--- config.mk ---
export PLATFORM = sky130hd
export DESIGN_NAME = gpio_input_conditioner_flat
export DESIGN_NICKNAME = d
export VERILOG_FILES = /design/src/rtl/gpio_input_conditioner_if.sv /design/src/rtl/gpio_input_conditioner.sv /design/src/flat_wrapper.sv
export SDC_FILE = /design/constraint.sdc
export NUM_CORES = 1
export LEC_CHECK = 0
export BUFFER_PORTS_ARGS = -buffer_cell sky130_fd_sc_hd__buf_2
export CAP_MARGIN = 20
export CORE_MARGIN = 2
export CORE_UTILIZATION = 25
export CTS_BUF_LIST = sky130_fd_sc_hd__clkbuf_8
export CTS_CLUSTER_DIAMETER = 80
export DETAILED_ROUTE_END_ITERATION = 12
export GPL_TIMING_DRIVEN = 0
export PLACE_DENSITY = 0.39
export SYNTH_ARGS = -nofsm -noshare
export SYNTH_HDL_FRONTEND = slang
export SYNTH_SLANG_ARGS = --single-unit
--- constraint.sdc ---
create_clock -name io_clock -period 3.7 [get_ports io_clock]
set_input_delay 0.185 -clock io_clock [delete_from_list [all_inputs] [get_ports io_clock]]
set_output_delay 0.185 -clock io_clock [all_outputs]
set_load 0.005 [all_outputs]
--- src/rtl/gpio_input_conditioner_if.sv ---
// -----------------------------------------------------------------------------
// gpio_input_conditioner_if
//
// Purpose: bundles the per-bank GPIO signals exchanged between the pad/SoC side
// and the input conditioner.
//
// Signals (WIDTH bits unless noted):
//   io_pins_read         raw pad levels (asynchronous to the conditioner clock)
//   io_pins_writeEnable  1 = bit is an output, conditioner bypasses debounce
//   io_irqRiseMask       enables pending-set on an accepted rise
//   io_irqFallMask       enables pending-set on an accepted fall
//   io_irqClear          write-1-to-clear pulse for pending bits
//   io_read              conditioned levels
//   io_rise / io_fall    one-cycle pulses on accepted level changes
//   io_irqPending        sticky pending vector
//   io_irq               (1 bit) OR of io_irqPending
//
// Modports:
//   master  SoC / pad side (drives raw levels and control, receives results)
//   slave   conditioner side
// -----------------------------------------------------------------------------
interface gpio_input_conditioner_if #(
  parameter int WIDTH = 32
);
  logic [WIDTH-1:0] io_pins_read;
  logic [WIDTH-1:0] io_pins_writeEnable;
  logic [WIDTH-1:0] io_irqRiseMask;
  logic [WIDTH-1:0] io_irqFallMask;
  logic [WIDTH-1:0] io_irqClear;
  logic [WIDTH-1:0] io_read;
  logic [WIDTH-1:0] io_rise;
  logic [WIDTH-1:0] io_fall;
  logic [WIDTH-1:0] io_irqPending;
  logic             io_irq;

  modport master (
    output io_pins_read,
    output io_pins_writeEnable,
    output io_irqRiseMask,
    output io_irqFallMask,
    output io_irqClear,
    input  io_read,
    input  io_rise,
    input  io_fall,
    input  io_irqPending,
    input  io_irq
  );

  modport slave (
    input  io_pins_read,
    input  io_pins_writeEnable,
    input  io_irqRiseMask,
    input  io_irqFallMask,
    input  io_irqClear,
    output io_read,
    output io_rise,
    output io_fall,
    output io_irqPending,
    output io_irq
  );
endinterface

--- src/rtl/gpio_input_conditioner.sv ---
// -----------------------------------------------------------------------------
// gpio_input_conditioner
//
// Purpose: per-bit conditioner between GPIO pad read buffers and the SoC.
// Two-flop synchroniser, prescaled debounce, and (optionally) edge pulses with
// a sticky, maskable interrupt. Bits configured as outputs bypass debounce so
// the SoC reads back its own driven value after 3 clocks.
//
// Parameters:
//   WIDTH         pins per bank
//   TICK_DIV      debounce sample tick every TICK_DIV clocks (>= 1)
//   STABLE_TICKS  consecutive differing ticks needed to accept a level (1..255)
//
// Ports:
//   io_clock  system clock
//   io_reset  asynchronous, active-low reset
//   bus       gpio_input_conditioner_if.slave (pad levels, output enables,
//             masks, clear in; conditioned levels, edges, pending, irq out)
//
// Build option:
//   GPIO_COND_EDGE_IRQ_EN  when defined, edge pulses, pending register and
//                          io_irq exist; otherwise those outputs are tied to 0
//                          and mask/clear inputs are ignored.
// -----------------------------------------------------------------------------
module gpio_input_conditioner #(
  parameter int WIDTH        = 32,
  parameter int TICK_DIV     = 1000,
  parameter int STABLE_TICKS = 4
) (
  input  logic                   io_clock,
  input  logic                   io_reset,
  gpio_input_conditioner_if.slave bus
);

  // Prescaler width; a divide of 1 still gets a 1-bit counter that stays 0.
  localparam int PW = (TICK_DIV > 1) ? $clog2(TICK_DIV) : 1;
  localparam logic [PW-1:0] PRESC_LAST = PW'(TICK_DIV - 1);
  localparam logic [7:0]    CNT_LAST   = 8'(STABLE_TICKS - 1);

  logic [WIDTH-1:0] sync1_reg;
  logic [WIDTH-1:0] sync2_reg;
  logic [WIDTH-1:0] stable_vec;
  logic [WIDTH-1:0] accept_vec;
  logic [PW-1:0]    presc_reg;
  logic [PW-1:0]    presc_next;
  logic             tick;

  // ---------------------------------------------------------------------------
  // Synchroniser and prescaler
  // ---------------------------------------------------------------------------
  assign tick = (presc_reg == PRESC_LAST);

  always_comb begin
    presc_next = presc_reg + PW'(1);
    if (tick) begin
      presc_next = '0;
    end
  end

  always_ff @(posedge io_clock or negedge io_reset) begin
    if (!io_reset) begin
      sync1_reg <= '0;
      sync2_reg <= '0;
      presc_reg <= '0;
    end else begin
      sync1_reg <= bus.io_pins_read;
      sync2_reg <= sync1_reg;
      presc_reg <= presc_next;
    end
  end

  // ---------------------------------------------------------------------------
  // Per-bit debounce
  // A bit's accepted level only moves after STABLE_TICKS consecutive ticks on
  // which the synchronised level differs from it; any tick where it matches
  // restarts the count. Output bits track sync2 directly and keep the count at
  // zero, so switching back to input debounces from the current level.
  // ---------------------------------------------------------------------------
  genvar gi;
  generate
    for (gi = 0; gi < WIDTH; gi++) begin : g_bit
      logic [7:0] cnt_reg;
      logic [7:0] cnt_next;
      logic       stable_reg;
      logic       stable_next;
      logic       accept;

      always_comb begin
        cnt_next    = cnt_reg;
        stable_next = stable_reg;
        accept      = 1'b0;
        if (bus.io_pins_writeEnable[gi]) begin
          stable_next = sync2_reg[gi];
          cnt_next    = '0;
        end else if (tick) begin
          if (sync2_reg[gi] == stable_reg) begin
            cnt_next = '0;
          end else if (cnt_reg == CNT_LAST) begin
            stable_next = sync2_reg[gi];
            cnt_next    = '0;
            accept      = 1'b1;
          end else begin
            cnt_next = cnt_reg + 8'd1;
          end
        end
      end

      always_ff @(posedge io_clock or negedge io_reset) begin
        if (!io_reset) begin
          cnt_reg    <= '0;
          stable_reg <= 1'b0;
        end else begin
          cnt_reg    <= cnt_next;
          stable_reg <= stable_next;
        end
      end

      assign stable_vec[gi] = stable_reg;
      assign accept_vec[gi] = accept;
    end
  endgenerate

  assign bus.io_read = stable_vec;

  // ---------------------------------------------------------------------------
  // Edge pulses and sticky interrupt
  // ---------------------------------------------------------------------------
`ifdef GPIO_COND_EDGE_IRQ_EN
  // evt_*_reg mark the edge at which io_read changed; the visible pulse is one
  // stage later so it lands in the cycle after io_read moves.
  logic [WIDTH-1:0] evt_rise_reg;
  logic [WIDTH-1:0] evt_fall_reg;
  logic [WIDTH-1:0] rise_reg;
  logic [WIDTH-1:0] fall_reg;
  logic [WIDTH-1:0] pending_reg;
  logic [WIDTH-1:0] pending_next;

  // Set terms are OR'd after the clear so a coincident set wins.
  always_comb begin
    pending_next = (pending_reg & ~bus.io_irqClear)
                 | (evt_rise_reg & bus.io_irqRiseMask)
                 | (evt_fall_reg & bus.io_irqFallMask);
  end

  always_ff @(posedge io_clock or negedge io_reset) begin
    if (!io_reset) begin
      evt_rise_reg <= '0;
      evt_fall_reg <= '0;
      rise_reg     <= '0;
      fall_reg     <= '0;
      pending_reg  <= '0;
    end else begin
      // On acceptance the new level equals sync2, which gives the direction.
      evt_rise_reg <= accept_vec & sync2_reg;
      evt_fall_reg <= accept_vec & ~sync2_reg;
      rise_reg     <= evt_rise_reg;
      fall_reg     <= evt_fall_reg;
      pending_reg  <= pending_next;
    end
  end

  assign bus.io_rise       = rise_reg;
  assign bus.io_fall       = fall_reg;
  assign bus.io_irqPending = pending_reg;
  assign bus.io_irq        = |pending_reg;
`else
  logic unused_edge_inputs;
  assign unused_edge_inputs = ^{accept_vec, bus.io_irqRiseMask,
                                bus.io_irqFallMask, bus.io_irqClear};

  assign bus.io_rise       = '0;
  assign bus.io_fall       = '0;
  assign bus.io_irqPending = '0;
  assign bus.io_irq        = 1'b0;
`endif

endmodule

--- src/flat_wrapper.sv ---
// flat-port wrapper written by rule: the top's interface ports become plain ports
module gpio_input_conditioner_flat 
#(
  parameter int WIDTH        = 32,
  parameter int TICK_DIV     = 1000,
  parameter int STABLE_TICKS = 4
)
  (io_clock, io_reset, bus_io_pins_read, bus_io_pins_writeEnable, bus_io_irqRiseMask, bus_io_irqFallMask, bus_io_irqClear, bus_io_read, bus_io_rise, bus_io_fall, bus_io_irqPending, bus_io_irq);
  gpio_input_conditioner_if #(.WIDTH(WIDTH)) bus_i ();
  input  logic io_clock;
  input  logic io_reset;
  input wire logic [$bits(bus_i.io_pins_read)-1:0] bus_io_pins_read;
  input wire logic [$bits(bus_i.io_pins_writeEnable)-1:0] bus_io_pins_writeEnable;
  input wire logic [$bits(bus_i.io_irqRiseMask)-1:0] bus_io_irqRiseMask;
  input wire logic [$bits(bus_i.io_irqFallMask)-1:0] bus_io_irqFallMask;
  input wire logic [$bits(bus_i.io_irqClear)-1:0] bus_io_irqClear;
  output wire logic [$bits(bus_i.io_read)-1:0] bus_io_read;
  output wire logic [$bits(bus_i.io_rise)-1:0] bus_io_rise;
  output wire logic [$bits(bus_i.io_fall)-1:0] bus_io_fall;
  output wire logic [$bits(bus_i.io_irqPending)-1:0] bus_io_irqPending;
  output wire logic [$bits(bus_i.io_irq)-1:0] bus_io_irq;
  assign bus_i.io_pins_read = bus_io_pins_read;
  assign bus_i.io_pins_writeEnable = bus_io_pins_writeEnable;
  assign bus_i.io_irqRiseMask = bus_io_irqRiseMask;
  assign bus_i.io_irqFallMask = bus_io_irqFallMask;
  assign bus_i.io_irqClear = bus_io_irqClear;
  assign bus_io_read = bus_i.io_read;
  assign bus_io_rise = bus_i.io_rise;
  assign bus_io_fall = bus_i.io_fall;
  assign bus_io_irqPending = bus_i.io_irqPending;
  assign bus_io_irq = bus_i.io_irq;
  gpio_input_conditioner #(.WIDTH(WIDTH), .TICK_DIV(TICK_DIV), .STABLE_TICKS(STABLE_TICKS)) u_core (.io_clock(io_clock), .io_reset(io_reset), .bus(bus_i));
endmodule
## Word level (Yosys, flattened, before mapping)

Index checks and enable logic that the tools add are counted.

- Flip-flop bits (word level): 362
- Latch bits: 0
- RAM bits: 0
- Memory bits (read-only): 0
- Input bits: 162
- Output and inout port bits: 129
- Logic and storage cells: 550
- Memories: 0

- $add $sub $neg: 33
- Multipliers: 0
- Divide/modulo/power cells: 0
- Magnitude comparators: 0
- Eq/ne operators: 97
- Shift-type cells: 0
- Multiplexer cells: 257
- Bitwise operators: 0
- Reductions and logical operators: 96

Operator list:

| operator | number |
|---|---|
| 8-bit 2-to-1 mux | 128 |
| 8-bit by 1-bit adder with 8-bit output (second input constant) | 32 |
| 8-bit by 2-bit == test with 1-bit output (second input constant) | 32 |
| 1-bit 2-to-1 mux | 128 |
| 2-bit nonzero test | 64 |
| 3-bit AND reduction | 32 |
| 2-bit inequality test (second input constant) | 32 |
| 1-bit == test | 32 |
| 10-bit by 1-bit adder with 10-bit output (second input constant) | 1 |
| 10-bit == test (second input constant) | 1 |
| 10-bit 2-to-1 mux | 1 |

## Logic depth before layout (Yosys ltp)

Gate-level depths: netlist of the first run.

- Word-level depth: 5
- Depth in mapped cells: 9
- Depth with buffers taken out: 5

## Worst setup path after synthesis of the first run

OpenSTA, ideal clock, no wires.

- Path type: reg-to-reg
- From: reg u_core.g_bit[30].cnt_reg[0]
- To: reg u_core.g_bit[30].cnt_reg[7]
- Library setup time: 79 ps
- Arrival: 1937 ps
- Data required time: 3621 ps
- Slack: 1684 ps
- Stages on the path, launching flop included: 6
- Path buffers: 0
- Clock period less this slack: 2016 ps
- Path through: dfrtp_1 ha_1 nor3b_1 a211oi_1 or3b_2 mux2i_1

- Longest elaborated chain between the ends: 5
- Elaborated cells between the ends (all ways): 6
- Those cells by class: add/sub: 1; eq/ne: 1; mux: 4

RTL lines:

| what | RTL line | text |
|---|---|---|
| start, declared | gpio_input_conditioner.sv:82 | `logic [7:0] cnt_reg;` |
| start signal, assigned | gpio_input_conditioner.sv:113 | `cnt_reg <= cnt_next;` |
| 8-bit by 1-bit adder with 8-bit output or 8-bit by 2-bit == test with 1-bit output (tied branches) | gpio_input_conditioner.sv:103, gpio_input_conditioner.sv:98 |  |
| 8-bit 2-to-1 mux (*) | gpio_input_conditioner.sv:98 | `end else if (cnt_reg == CNT_LAST) begin` |
| 8-bit 2-to-1 mux (*) | gpio_input_conditioner.sv:96 | `if (sync2_reg[gi] == stable_reg) begin` |
| 8-bit 2-to-1 mux (*) | gpio_input_conditioner.sv:95 | `end else if (tick) begin` |
| 8-bit 2-to-1 mux (*) | gpio_input_conditioner.sv:92 | `if (bus.io_pins_writeEnable[gi]) begin` |

Mark *: on every way between the ends. The rest lies on a longest branch, timed or not. The select of a mux whose other input is x is not followed.
A chain may end at the register's enable or synchronous reset.

## Final worst setup path of the first run

- From: reg u_core.presc_reg[0]
- To: reg u_core.g_bit[23].stable_reg

- Longest elaborated chain between the ends: 3

RTL lines:

| what | RTL line | text |
|---|---|---|
| start, declared | gpio_input_conditioner.sv:44 | `logic [PW-1:0] presc_reg;` |
| start signal, assigned | gpio_input_conditioner.sv:68 | `presc_reg <= presc_next;` |
| 10-bit == test | gpio_input_conditioner.sv:51 | `assign tick = (presc_reg == PRESC_LAST);` |
| 2-bit nonzero test (no line) | - |  |
| 3-bit AND reduction (no line) | - |  |
| end signal, assigned | gpio_input_conditioner.sv:114 | `stable_reg <= stable_next;` |
| end, declared | gpio_input_conditioner.sv:84 | `logic stable_reg;` |

Every way passes these cells.

==> results by group, run 1 <==
Logic synthesis
  • Top cells by area in the synthesized netlist: dfrtp_1 47%, a21oi_1 6.2%, buf_4 5.2%
  • Share of synthesized registers carrying an async set or reset: 100%
  • Sequential fraction of the synthesis area: 47.1%
  • Cell taking the most area after synthesis: dfrtp_1
  • Most frequently used flop master after synthesis: dfrtp_1
  • Post-Synthesis Mean Instance Area: 9.69 µm²
  • Library cells used by synthesis: 56
  • Post-Synthesis Cell Area: slightly below 20000 µm²
  • Gate count after technology mapping: 1985
  • Top cell type's share of synthesized area: 47.1%
  • Total of warnings raised by yosys: 0
  • Seq cells post-synth: between 300 and 400
  • Count of flip-flops with a built-in enable after synthesis: 0

Clocking
  • Setup bufs post-CTS: 0
  • Clock latency on the worst-skew pair: 0.67 ns
  • CTS tree: yes
  • Clock buffers created by TritonCTS: 77
  • Number of gates resized after cts: 0
  • Buffer levels on the longest clock path: 3
  • Number of sinks driven by the clock tree: 362
  • Clock input transition at the sequential cells of the worst setup and hold paths: 0.06 ns
  • CTS HTree Levels: 3
  • Clock root buffer: clkbuf_8

Critical path
  • Critical Path Sink Type: register
  • Required time reported for the critical path endpoint: 4.21 ns
  • Startpoint class of the critical path: register
  • Crit-path max FO: 10
  • Crit path kind: reg2reg
  • Cell family contributing the most delay on the critical path: simple AND/OR/NAND/NOR gates
  • Endpoint arrival time on the critical path: 3.43 ns
  • CP Cell Sequence: ha_1, nand4bb_1, nor3_2, buf_6, buf_2, a31oi_1, mux2_2
  • Slowest cell on the critical path: nor3_2
  • Maximum single-stage delay on the critical path: 0.57 ns
  • Crit path buf inv count: 2

Pwr
  • PwrDens: 390 nW/µm²
  • Logic gate share of total power: 8.2%
  • Portion of total power attributed to sequential cells: 44.3%
  • Switching part of the total: 25.3%
  • Leak Pwr: just under 10 nW
  • Switching Power: 0.00234 W
  • Clock power frac: ~48%
  • Internal Pwr Total: 0.00691 W
  • Peak VDD IR: 0.214 mV

Cells and area
  • Number of inserted filler cells in the final layout: 7985
  • Final Util: 31.2%
  • Fin nets: around 2.5k
  • Synthesis-to-finish area growth: 23.3%
  • Finished Layout Cells: approximately 3.4k
  • Design area: about 24000 µm²
  • Max FFs per register: approximately 260
  • Fraction of final layout cells with drive strength greater than 1: 18.6%

STA
  • Worst hold slack: ~0.13 ns
  • Fin Clk Skew: ~0.038 ns
  • Fin. Hold Viols: 0
  • Worst max-slew margin expressed relative to the limit: between 30 and 40%
  • Slew at the pin with the worst max-slew slack: 0.935 ns
  • Final min period: 2.92 ns
  • Post-route worst setup slack: 0.780 ns
  • Period Utilization, post-route: 78.9%
  • Setup repair after global routing missed its margin: false
  • Setup violators final: 0
  • Slew Viols, Final: 0
  • Fmax: 0.342 GHz

Run status
  • Result of the run: completed

Floorplan
  • Row count: 101
  • Die outline area: 79200 µm²
  • Core Box Area: 76100 µm²
  • Horizontal die dimension: between 200 and 300 µm
  • Number of primary I/O pins: between 200 and 300
  • DIE HEIGHT: approximately 280 µm
  • Starting Density: 25.3%

Detailed routing
  • Via density: 4.81
  • Total DRC errors in the routed layout: 0
  • Final Routed Wirelength: 55800 µm
  • First-pass detailed-route iteration total: 5
  • Post-route antenna net violation count: 0
  • Initial DRC count: slightly above 900
  • Total via count after detailed routing: 16.4k
  • Final routed wire length divided by cell count: around 16 µm

Placed design
  • Worst setup slack before clock tree synthesis: just under 0.4 ns
  • Final Wtd Congestion: 0.802
  • Placed wire-length estimate after detailed placement: 37000 µm
  • Instance area at placement: 21500 µm²
  • Number of cells after detailed placement: 3212
  • Port bufs: 97

Min path
  • Path category of the worst min-delay check: in2async

Global routing
  • Global Route Usage Sum: 14.1%
  • Number of antenna violations at the first check in global routing: 4
  • Maximum number of pins on one net before global-route repair: 89
  • Overall overflow remaining after global route: 0
  • Via count of the first global-routing pass: 16.1k
  • Global-route wire length before repair: 88700 µm

Run
  • Count of maximum capacitance violations: 0
## tightest hold or removal path, cell delays in order
cell and delay (ns):
dlygate4sd3_1 0.56, buf_8 0.17, buf_12 0.22
## final cells by class
cell class                 instances  area [µm²]  share of cell area (%)
antenna                            3        7.51                  0.0316
buffer                           200        1360                    5.73
clock buffer                     100        1380                    5.80
clock inverter                    26         166                   0.701
inverter                          95         357                    1.50
multi-input combinational       1424        8830                    37.2
sequential                       362        9060                    38.2
tap                             1030        1290                    5.43
timing repair buffer             168        1290                    5.43
## synthesized netlist by cell type (all sizes together) (8+ instances only)
master    n
nor2     22
nor4b    18
a22oi    12
nor4     14
or2      14
o41ai    20
nand2   145
nand4    27
xor2     17
inv      95
and2      8
a31oi    54
nor3     20
dfrtp   362
a21oi   237
a211oi   10
a21o     10
ha       33
or4b     11
o22ai    23
mux2     32
nand3   109
clkbuf   28
o32ai    40
nand3b   22
mux2i     9
or4      65
o21bai    8
and3     20
or3     103
xnor2    22
o31ai    55
o21ai    79
buf     172
nand2b   35
## cell usage in the layout (no fill, tap or decap), types with 77 or more instances in the layout
cell type  Yosys  final
conb_1         1     97
buf_4        134    134
nand3_1      108    108
inv_1         95    114
dfrtp_1      362    362
buf_2         24    120
o21ai_0       77     77
nand2_1      145    145
clkbuf_8       0    100
or3_1        103    103
a21oi_1      237    237
## stage by stage
step                      power, W   TNS, ns
after detailed placement   0.00487         0
after global routing       0.00974         0
after CTS                  0.00948         0
after global placement     0.00486  -2031.11
after floorplan            0.00456         0
final                      0.00925         0
## logic make-up after synthesis
family                   synth area share (%)
buffers and inverters                    8.92
other                                  0.0195
flip-flops                               47.1
XOR/XNOR                                 1.78
adder cells (fa/ha/maj)                  2.15
AO/OA/AOI/OAI                            18.1
AND/OR/NAND/NOR                          19.6
multiplexers                             2.34
## per-layer routing
metal | up-vias | wire [µm] | global-route usage, %
met5 | - | 37 | 0
met4 | 6 | 1620 | 4.83
met3 | 117 | 2380 | 2.80
met2 | 336 | 26300 | 23.1
met1 | 8062 | 25500 | 18.4
li1 | 7885 | - | -
## worst paths after layout
kind,from,endpoint,slack [ns],depth (start not counted)
worst max register to register,u_core.presc_reg[0],u_core.g_bit[23].stable_reg,0.78,7
worst max-delay path,u_core.presc_reg[0],u_core.g_bit[23].stable_reg,0.78,7
worst min-delay path,io_reset,u_core.sync2_reg[25],0.13,3
max in group asynchronous,io_reset,u_core.g_bit[8].cnt_reg[2],2.69,4
worst min register to register,u_core.sync1_reg[25],u_core.sync2_reg[25],0.32,0
min in group io_clock,bus_io_pins_read[11],u_core.sync1_reg[11],0.16,2
## what timing repair did
| action | 4_1_cts | 5_1_grt |
|---|---|---|
| endpoints found under the hold margin | 508 | 0 |
| endpoints found under the setup margin | 0 | 0 |
| hold buffers | 66 | 0 |
## power by group through the flow
stage / sequential [W] / clock, W / combinational [W]
after floorplan: 0.00415 / 0 / 0.000417
after global placement: 0.00416 / 0 / 0.000697
after detailed placement: 0.00416 / 0 / 0.000711
after CTS: 0.00409 / 0.00461 / 0.000773
after global routing: 0.00410 / 0.00478 / 0.000855
final: 0.00409 / 0.00440 / 0.000761
Note: power is estimated with default switching activity, not from simulation.
==> inputs of run 2 (changes only) <==
PLACE_DENSITY = 0.41   (was 0.39)
clock period = 2.4 ns   (was 3.7 ns; I/O delays follow)
==> results by group, run 2 (synthesis gave the netlist of run 1 again) <==
Run status
  • Result of the run: completed

Cells and area
  • Finished Layout Cells: 3410 (+0.059%)
  • Fin nets: 2522 (-0.040%)
  • Max FFs per register: 256 (unchanged)
  • Fraction of final layout cells with drive strength greater than 1: 19.2% (+0.56 points)
  • Top library cells by usage in the layout, fill and taps aside: 362 x dfrtp_1, 236 x a21oi_1, 146 x buf_4, 145 x nand2_1, 119 x inv_1
  • Most common cell after layout, fill and taps aside: dfrtp_1
  • Synthesis-to-finish area growth: 23.5%
  • Design area: 23800 µm² (+0.14%)

Clocking
  • Number of sinks driven by the clock tree: 362 (unchanged)
  • Clock buffers created by TritonCTS: 74 (-3.9%)
  • Clock root buffer: clkbuf_8
  • CTS tree: yes
  • CTS HTree Levels: 3 (unchanged)
  • Clock input transition at the sequential cells of the worst setup and hold paths: 0.06 ns (about the same)
  • Buffer levels on the longest clock path: 3 (unchanged)
  • Clock latency on the worst-skew pair: 0.66 ns (about the same)

Detailed routing
  • Final routed wire length divided by cell count: 16.2 µm (-1.1%)
  • Total DRC errors in the routed layout: 0 (unchanged)
  • Total via count after detailed routing: 16.4k (+0.030%)
  • Via density: 4.81 (about the same)
  • Final Routed Wirelength: 55200 µm (-1.1%)
  • First-pass detailed-route iteration total: 5 (unchanged)
  • Initial DRC count: 1044 (+13%)
  • Post-route antenna net violation count: 0 (unchanged)

Critical path
  • Number of cell instances on the worst register-to-register path: 5 (-2)
  • Crit path kind: reg2reg
  • Startpoint class of the critical path: register
  • Endpoint arrival time on the critical path: 2.90 ns (-0.53 ns)
  • Required time reported for the critical path endpoint: 2.97 ns (-1.24 ns)
  • Register-to-register setup slack: 0.07 ns (-0.71 ns)
  • Crit-path max FO: 8 (-2)
  • Critical Path Sink Type: register
  • Worst reg2reg startpoint: u_core.g_bit[30].cnt_reg[0]
  • End of the worst register-to-register path: u_core.g_bit[30].cnt_reg[7]

Global routing
  • Global-route wire length before repair: 88000 µm (-0.86%)
  • Number of antenna violations at the first check in global routing: 3 (-1)
  • Via count of the first global-routing pass: 16.0k (-1.1%)
  • Maximum number of pins on one net before global-route repair: 102 (+15%)
  • Global Route Usage Sum: 13.9% (-0.14 points)
  • Overall overflow remaining after global route: 0 (unchanged)

STA
  • Period Utilization, post-route: 97.3% (+18 points)
  • Post-route worst setup slack: 0.0659 ns (-0.714 ns)
  • Fmax: 0.428 GHz (+25%)
  • Setup repair after global routing missed its margin: false
  • Setup violators final: 0 (unchanged)
  • Fin. Hold Viols: 0 (unchanged)
  • Slew Viols, Final: 0 (unchanged)
  • Worst max-slew margin expressed relative to the limit: 39.2% (+1.9 points)
  • Final min period: 2.33 ns (-0.586 ns)
  • Worst hold slack: 0.102 ns (-0.0292 ns)
  • Slew at the pin with the worst max-slew slack: 0.907 ns (-0.0283 ns)
  • Fin Clk Skew: 0.0316 ns (-0.00591 ns)

Floorplan
  • Die outline area: 79200 µm² (unchanged)
  • DIE HEIGHT: 281 µm (unchanged)
  • Number of primary I/O pins: 291 (unchanged)
  • Horizontal die dimension: 281 µm (unchanged)
  • Row count: 101 (unchanged)
  • Starting Density: 25.3% (unchanged)
  • Core Box Area: 76100 µm² (unchanged)

Pwr
  • Peak VDD IR: 0.314 mV (+47%)
  • Leak Pwr: 9.68 nW (+0.35%)
  • PwrDens: 587 nW/µm² (+50%)
  • Total power consumption of the routed design: 0.0139 W (+51%)

Placed design
  • Placed wire-length estimate after detailed placement: 36400 µm (-1.6%)
  • Instance area at placement: 21500 µm² (about the same)
  • Final Wtd Congestion: 0.805 (+0.46%)
  • Port bufs: 97 (unchanged)
  • Number of cells after detailed placement: 3212 (unchanged)
  • Worst setup slack before clock tree synthesis: -0.439 ns (-0.829 ns)

Min path
  • Hold EP: u_core.sync1_reg[13]
  • Number of cells on the worst hold path: 2
  • Critical hold path startpoint: bus_io_pins_read[13]
  • Path category of the worst min-delay check: in2reg

Run
  • Count of maximum capacitance violations: 0 (unchanged)
run 2: changes by cell type in the layout (fill, tap and decap cells not counted), sizes merged, moves of 2 or more:
cell      delta
inv          +5
buf          -7
clkbuf       +5
diode        -2
bufinv       -2
clkinvlp     +2
run 2: report_power, final:
group	internal, W	switching, W
registers	0.00622	0.0000877
logic	0.000524	0.000637
clock network	0.00356	0.00290
total	0.0103	0.00363
run 2: worst max path at each step:
stage,startpoint,endpoint,slack [ns],cells past startpoint
CTS,u_core.presc_reg[0],u_core.g_bit[13].cnt_reg[3],0.005,9
global route,u_core.g_bit[30].cnt_reg[0],u_core.g_bit[30].cnt_reg[7],0.003,5
detailed placement,u_core.presc_reg[0],u_core.g_bit[12].cnt_reg[1],-0.44,7
floorplan,u_core.g_bit[30].cnt_reg[0],u_core.g_bit[30].cnt_reg[7],0.38,5
global placement,io_reset,u_core.sync1_reg[8],-6.84,1
finish,u_core.g_bit[30].cnt_reg[0],u_core.g_bit[30].cnt_reg[7],0.07,5
run 2: final cells by class:
class | instances | area, µm²
Tap cell | 1030 | 1290
Sequential cell | 362 | 9060
Inverter | 95 | 357
Clock inverter | 32 | 148
Multi-Input combinational cell | 1424 | 8870
Buffer | 200 | 1430
Fill cell | 7955 | 52300
Antenna cell | 1 | 2.50
Clock buffer | 96 | 1320
Timing Repair Buffer | 170 | 1280
run 2: worst max-delay path, cell delays in order, from the launching register on:
cell and delay, ns:
dfrtp_1 0.42, ha_1 0.26, nor3b_1 0.18, a211oi_1 0.78, or3b_2 0.50, mux2i_1 0.12
run 2: through the flow:
step	util, %	setup TNS (ns)
floorplan	-	0
CTS	31.1	0
finish	31.2	0
detailed placement	28.2	-58.71
global route	31.2	0
global placement	28.1	-2605.70
run 2: what timing repair did:
action | 4_1_cts | 5_1_grt
pin swaps | 1 | 0
gates resized for setup | 21 | 23
hold buffers | 65 | 0
gates cloned | 0 | 0
endpoints found under the hold margin | 393 | 0
setup buffers | 2 | 2
setup endpoints to repair | 283 | 226
run 2: layer usage:
layer / wire length, µm / vias up / global-route usage, %
li1: - / 7900 / -
met1: 25200 / 8007 / 18.4
met2: 25700 / 384 / 22.7
met3: 2650 / 116 / 2.84
met4: 1680 / 4 / 4.68
met5: 26 / - / 0
